File: src/rtl/dmem_arbiter_pkg.sv
// rtl/dmem_arbiter_pkg.sv - shared types and defaults for the data-memory arbiter
package dmem_arbiter_pkg;

    localparam int DEF_ADDR_W = 10;
    localparam int DEF_DATA_W = 32;

    // Which port owned the most recent grant.
    typedef enum logic {
        OWN_CPU  = 1'b0,
        OWN_HOST = 1'b1
    } owner_t;

    // Arbiter mode: fair round-robin, or host holding the memory for a burst.
    typedef enum logic {
        ST_RR        = 1'b0,
        ST_HOST_LOCK = 1'b1
    } arb_state_t;

endpackage

File: src/rtl/dmem_arbiter_sat_counter.sv
// rtl/dmem_arbiter_sat_counter.sv - saturating event counter with synchronous clear
module sat_counter #(
    parameter int WIDTH = 16
) (
    input  logic             clk,
    input  logic             clear,
    input  logic             inc,
    output logic [WIDTH-1:0] count
);

    // Count events, sticking at all-ones instead of wrapping.
    always_ff @(posedge clk) begin
        if (clear) begin
            count <= '0;
        end else if (inc && (count != {WIDTH{1'b1}})) begin
            count <= count + {{(WIDTH-1){1'b0}}, 1'b1};
        end
    end

endmodule

File: src/rtl/dmem_arbiter.sv
// rtl/dmem_arbiter.sv - two-port (CPU/host) arbiter in front of a single-port data memory
module dmem_arbiter
    import dmem_arbiter_pkg::*;
#(
    parameter int ADDR_W = DEF_ADDR_W,
    parameter int DATA_W = DEF_DATA_W,
    parameter int CNT_W  = 16
) (
    input  logic              CLOCK_50,
    input  logic              reset,

    input  logic              cpu_req,
    input  logic              cpu_we,
    input  logic [ADDR_W-1:0] cpu_addr,
    input  logic [DATA_W-1:0] cpu_wdata,
    output logic              cpu_gnt,
    output logic              cpu_rvalid,
    output logic [DATA_W-1:0] cpu_rdata,

    input  logic              host_req,
    input  logic              host_we,
    input  logic              host_lock,
    input  logic [ADDR_W-1:0] host_addr,
    input  logic [DATA_W-1:0] host_wdata,
    output logic              host_gnt,
    output logic              host_rvalid,
    output logic [DATA_W-1:0] host_rdata,

    output logic              mem_en,
    output logic              mem_we,
    output logic [ADDR_W-1:0] mem_addr,
    output logic [DATA_W-1:0] mem_wdata,
    input  logic [DATA_W-1:0] mem_rdata,

    output logic [CNT_W-1:0]  conflict_cnt
);

    arb_state_t state_q, state_d;
    owner_t     last_gnt_q;
    logic       cpu_rd_q;
    logic       host_rd_q;

    // Grant decision and next mode; a cycle that leaves the lock arbitrates as round-robin.
    always_comb begin
        cpu_gnt  = 1'b0;
        host_gnt = 1'b0;
        state_d  = state_q;
        if (!reset) begin
            if ((state_q == ST_HOST_LOCK) && host_lock) begin
                host_gnt = host_req;
            end else if (cpu_req && host_req) begin
                cpu_gnt  = (last_gnt_q == OWN_HOST);
                host_gnt = (last_gnt_q == OWN_CPU);
            end else begin
                cpu_gnt  = cpu_req;
                host_gnt = host_req;
            end
            case (state_q)
                ST_RR:        if (host_gnt && host_lock) state_d = ST_HOST_LOCK;
                ST_HOST_LOCK: if (!host_lock)            state_d = ST_RR;
                default:                                 state_d = ST_RR;
            endcase
        end
    end

    // Mode, fairness pointer and pending-read flags for the one-cycle read return.
    always_ff @(posedge CLOCK_50) begin
        if (reset) begin
            state_q    <= ST_RR;
            last_gnt_q <= OWN_HOST;
            cpu_rd_q   <= 1'b0;
            host_rd_q  <= 1'b0;
        end else begin
            state_q <= state_d;
            if (cpu_gnt) begin
                last_gnt_q <= OWN_CPU;
            end else if (host_gnt) begin
                last_gnt_q <= OWN_HOST;
            end
            cpu_rd_q  <= cpu_gnt & ~cpu_we;
            host_rd_q <= host_gnt & ~host_we;
        end
    end

    // Memory port follows whichever requester holds the grant this cycle.
    always_comb begin
        mem_en    = cpu_gnt | host_gnt;
        mem_we    = host_gnt ? host_we : (cpu_gnt & cpu_we);
        mem_addr  = host_gnt ? host_addr : cpu_addr;
        mem_wdata = host_gnt ? host_wdata : cpu_wdata;
    end

    // A read issued just before reset must not surface while reset is held.
    always_comb begin
        cpu_rvalid  = cpu_rd_q & ~reset;
        host_rvalid = host_rd_q & ~reset;
        cpu_rdata   = mem_rdata;
        host_rdata  = mem_rdata;
    end

    sat_counter #(
        .WIDTH (CNT_W)
    ) u_conflict_cnt (
        .clk   (CLOCK_50),
        .clear (reset),
        .inc   (cpu_req & host_req),
        .count (conflict_cnt)
    );

endmodule

File: config.mk
export PLATFORM = sky130hd
export DESIGN_NAME = dmem_arbiter
export DESIGN_NICKNAME = d
export VERILOG_FILES = /design/src/rtl/dmem_arbiter_pkg.sv /design/src/rtl/dmem_arbiter_sat_counter.sv /design/src/rtl/dmem_arbiter.sv
export SDC_FILE = /design/constraint.sdc
export NUM_CORES = 1
export LEC_CHECK = 0
export BUFFER_PORTS_ARGS = -buffer_cell sky130_fd_sc_hd__clkbuf_2
export CAP_MARGIN = 10
export CORE_AREA = 2 2 99 101
export DETAILED_ROUTE_END_ITERATION = 7
export DIE_AREA = 0 0 101 103
export GPL_ROUTABILITY_DRIVEN = 0
export PLACE_DENSITY = 0.55
export SLEW_MARGIN = 30
export SYNTH_ARGS = -nofsm -noshare
export SYNTH_HDL_FRONTEND = slang
export SYNTH_SLANG_ARGS = --single-unit
File: constraint.sdc
create_clock -name CLOCK_50 -period 2.45 [get_ports CLOCK_50]
set_input_delay 0.1225 -clock CLOCK_50 [delete_from_list [all_inputs] [get_ports CLOCK_50]]
set_output_delay 0.1225 -clock CLOCK_50 [all_outputs]
set_load 0.01 [all_outputs]
# [Word-level counts from Yosys, hierarchy flattened]
# Cells that the tools add are included.
[op_classes] n_addsub=1 n_eq_ne=1 muxes=15 n_bitwise=12 reduce_logical=5
[op_table] cell="two-way mux 32 bit" count=1
[op_table] cell="adder 16 x 1 -> 16 bit (second input constant)" count=1
[op_table] cell="!= test 16 bit (second input constant)" count=1
[op_table] cell="two-way mux 1 bit" count=12
[op_table] cell="two-way mux 10 bit" count=1
[op_table] cell="AND 1 bit" count=6
[op_table] cell="NOT 1 bit" count=5
[op_table] cell="logical AND 1 bit" count=4
[op_table] cell="case mux 1 bit (2 select lines)" count=1
[op_table] cell="nonzero test 2 bit" count=1
[op_table] cell="bitwise OR 1 bit" count=1
[totals] register_bits=20 in_bits=123 output_inout_bits=128 word_cells=39

# [Logic depth before layout (Yosys ltp)]
[depth] depth_word=7 ltp_mapped=7 ltp_nobuf=5

# [Modules after synthesis]
# From an unflattened synthesis, not the netlist that was laid out.
[unflattened] hier_cells=230 area_unflattened_um2=2162.1
[by_module_without_submodules] mod="dmem_arbiter" n_inst=1 cells_per_inst=131 area_each_um2=1313.8 seq_area_each_um2=80.1
[by_module_without_submodules] mod="sat_counter" n_inst=1 cells_per_inst=99 area_each_um2=848.3 seq_area_each_um2=320.3

# [Least setup slack after synthesis]
# No wires, ideal clock.
[synth_timing] kind="flip-flop to flip-flop" startpoint="reg u_conflict_cnt.count[0]" endpoint="reg u_conflict_cnt.count[1]" setup_ns=0.128 t_arrival_ns=1.810 required_time_ns=2.322 path_slack_ns=0.512 path_stages_with_launch=7 n_path_buf=1 synth_period_minus_slack_ns=1.938 cell_sequence="dfxtp_1 ha_1 nand4_1 o41ai_2 buf_2 mux2i_1 nor2_1"
[synth_via] elab_chain_len=2 elab_cells_between_ends=3 cone_classes="1 x add/sub; 1 x eq/ne; 1 x reduce/logical"
[synth_lines] item="start, declared" line="dmem_arbiter_sat_counter.sv:8" text="output logic [WIDTH-1:0] count"
[synth_lines] item="start signal, assigned" line="dmem_arbiter_sat_counter.sv:16" text="count <= count + {{(WIDTH-1){1'b0}}, 1'b1};"
[synth_lines] item="parallel branches: the longest is 2 deep, another holds adder 16 x 1 -> 16 bit"
# Parallel ways; which one is timed is not known.
# A chain may end at the register's enable or synchronous reset.

# [Worst setup path after layout]
[layout_timing] startpoint="reg u_conflict_cnt.count[0]" endpoint="reg u_conflict_cnt.count[9]"
# The elaborated chain is that of the path after synthesis.

==> flow_metrics.env <==
export IMPL_grt_usage_pct=12.36
export IMPL_placed_cell_area_um2=2397
export IMPL_clk_pin_slew_ns=0.08
export IMPL_dieArea_um2=10400
export IMPL_slew_violations=0
export IMPL_vias=1905
export IMPL_ant_nets=0
export IMPL_hold_path_class="input port to flip-flop"
export IMPL_start_kind="flip-flop"
export IMPL_ys_types=40
export IMPL_ir_drop_v=0.0001980
export IMPL_fin_nets=442
export IMPL_crit_path_max_incr_delay_ns=0.44
export IMPL_clkLatencyLatePin_ns=0.26
export IMPL_ys_seq_elements=20
export IMPL_tightest_slew_ns=0.4619
export IMPL_power_density_nw_per_um2=391.8
export IMPL_antenna_found_initial=1
export IMPL_initial_core_util_pct=20.85
export IMPL_core_area_um2=9459
export IMPL_fin_area_um2=2469
export IMPL_synth_ff_type="dfxtp_1"
export IMPL_synth_cells=228
export IMPL_crit_path_cell_trace="ha_1, nand4_1, o41ai_2, buf_4, nor4_1, mux2_2"
export IMPL_period_share_pct=80.52
export IMPL_antenna_cells=0
export IMPL_rsz0062_at_grt="no"
export IMPL_cts_resized=0
export IMPL_cts_max_level=1
export IMPL_synth_async_reset_ratio_pct=0
export IMPL_slowest_stage="dfxtp_1"
export IMPL_synth_area_um2=1972
export IMPL_drc=0
export IMPL_drive_gt1_share_pct=66.88
export IMPL_required_ns=2.61
export IMPL_crit_type="flip-flop to flip-flop"
export IMPL_clock_sinks=20
export IMPL_hold_violations=0
export IMPL_viasPerCell=4.420
export IMPL_die_x_um=101
export IMPL_critPathMaxFanout=15
export IMPL_final_core_util_pct=26.10
export IMPL_cts_buffer_depth=2
export IMPL_fmax_ghz=0.5069
export IMPL_period_needed_ns=1.973
export IMPL_cap_violations=0
export IMPL_crit_arrival_ns=2.13
export IMPL_dr_first_iter_drc_count=24
export IMPL_dp_final_hpwl_um=6035
export IMPL_p_leak_nw=1.199
export IMPL_fin_worst_skew_ns=0.006544
export IMPL_ys_seq_area_share_pct=20.30
export IMPL_rows=36
export IMPL_grt_pass1_vias=1821
export IMPL_overflow=0
export IMPL_syn_num_nets=352
export IMPL_drt_pass1_iterations=4
export IMPL_io_pin_count=251
export IMPL_io_buffers=154
export IMPL_cts_tree="built"
export IMPL_yosysWarnings=0
export IMPL_postCtsSetupRepairBufs=0
export IMPL_dieHeight_um=103
export IMPL_clock_root_buffer="clkbuf_8"
export IMPL_synth_edf_count=0
export IMPL_syn_to_final_growth_pct=25.19
export IMPL_outcome="completed"
export IMPL_relSlewSlack_pct=68.97
export IMPL_fin_tns_setup_ns=0
export IMPL_holdBufCountCts=0
export IMPL_grt_pass1_wl_um=9729
export IMPL_grt_max_degree=46
export IMPL_multiInputGateArea_um2=1033
export IMPL_totalWireLength_um=6957
export IMPL_cp_end_kind="flip-flop"
export IMPL_post_drt_wl_per_cell_um=16.14
export IMPL_setup_viol=0
export IMPL_fill_cells=1047
export IMPL_postSynthAreaPerCell_um2=8.649
export IMPL_numCtsBuffers=3
export IMPL_layout_area_seq_um2=400.4
metal layers:
metal  track usage [%]  vias to the layer above  wire length [µm]
met3             4.746                        4               681
met5                 0                        -                13
met1             14.18                      864              2650
li1                  -                      928                 -
met4             3.326                        2                42
met2             21.59                      107              3568
cells in the final DEF (no fill, tap or decap), types with 3 or more instances in the layout:
master    netlist  final
clkbuf_2        0    154
mux2_2         43     43
dfxtp_1        20     20
a21oi_1        13     13
o21ai_0         9      9
nand3_1         8      8
nor2_1          7      7
or3_1           7      7
nand2_1         5      5
nand4_1         5      5
inv_1           4      4
nor2b_1         3      3
nor3_1          3      3
clkbuf_8        1      3
flip-flops by register name (all words and copies together) (netlist names):
| signal | cells |
|---|---|
| host_rd_q | 1 |
| cpu_rd_q | 1 |
| state_q | 1 |
| last_gnt_q | 1 |
| u_conflict_cnt.count | 16 |
cell families (layout without fill, tap and decap cells):
kind of cell	count (synthesis)	count (layout)	synth area share, %
muxes	44	44	25.06
DFF	20	20	20.30
AOI/OAI and AO/OA	29	29	9.074
adders and majority gates	1	1	0.6344
and+or+nand+nor	57	57	17.20
xor gates and xnor gates	1	1	0.4442
buffers and inverters	76	165	27.28
cells in the mapped netlist (2+ instances only):
| cell | count | area share [%] |
|---|---|---|
| nor2_1 | 7 | 1.3 |
| buf_2 | 2 | 0.51 |
| nor3_1 | 3 | 0.76 |
| nor4_1 | 2 | 0.63 |
| nand4_1 | 5 | 1.6 |
| a21oi_1 | 13 | 3.3 |
| nor2b_1 | 3 | 0.95 |
| or3_1 | 7 | 2.2 |
| dfxtp_1 | 20 | 20 |
| or4_1 | 2 | 0.76 |
| nand2_1 | 5 | 0.95 |
| or3_2 | 2 | 0.76 |
| and4_1 | 2 | 0.89 |
| buf_4 | 64 | 24 |
| o21ai_0 | 9 | 2.3 |
| buf_1 | 2 | 0.38 |
| nand3_1 | 8 | 2.0 |
| inv_1 | 4 | 0.76 |
| mux2_2 | 43 | 25 |
| clkbuf_1 | 3 | 0.57 |
| o31ai_1 | 2 | 0.76 |
| and3_1 | 2 | 0.63 |
where the power goes:
group	switching [mW]	leakage [nW]	total (mW)	internal, mW
clock network	0.116	0.0357	0.334	0.218
logic	0.141	1.00	0.297	0.157
registers	0.00541	0.162	0.336	0.330
total	0.262	1.20	0.967	0.705
final cells by class:
class / count / share of cell area (%)
Multi-Input combinational cell: 132 / 41.87
Tap cell: 114 / 5.778
Timing Repair Buffer: 157 / 32.64
Sequential cell: 20 / 16.22
Inverter: 4 / 0.6082
Clock inverter: 1 / 1.216
Clock buffer: 3 / 1.673
critical path, delay by kind of cell, from the launching register on:
family	cells	cell delay (ns)
and+or+nand+nor	2	0.28
DFF	1	0.44
AOI/OAI and AO/OA	1	0.38
muxes	1	0.27
buffers and inverters	1	0.23
adders and majority gates	1	0.25
path summary, 6_finish.rpt:
path                           start                 endpoint  slack, ns  cells after the start
max          u_conflict_cnt.count[0]  u_conflict_cnt.count[9]       0.48                      6
min                          host_we                host_rd_q       0.03                      2
max reg2reg  u_conflict_cnt.count[0]  u_conflict_cnt.count[9]       0.48                      6
min reg2reg  u_conflict_cnt.count[7]  u_conflict_cnt.count[7]       0.52                      2
through the flow:
stage          hold WS (ns)  worst slack, ns  std cells  total power [mW]
3_5_place_dp         0.2451           0.4915        427            0.6463
4_1_cts             0.02816           0.4819        431            0.9882
5_1_grt             0.03091           0.3566        431             1.016
2_1_floorplan        0.1949           0.5120        228            0.5883
3_3_place_gp         0.2451           0.5772        427            0.6442
6_report            0.03247           0.4772        431            0.9673
(Power assumes the default switching activity.)
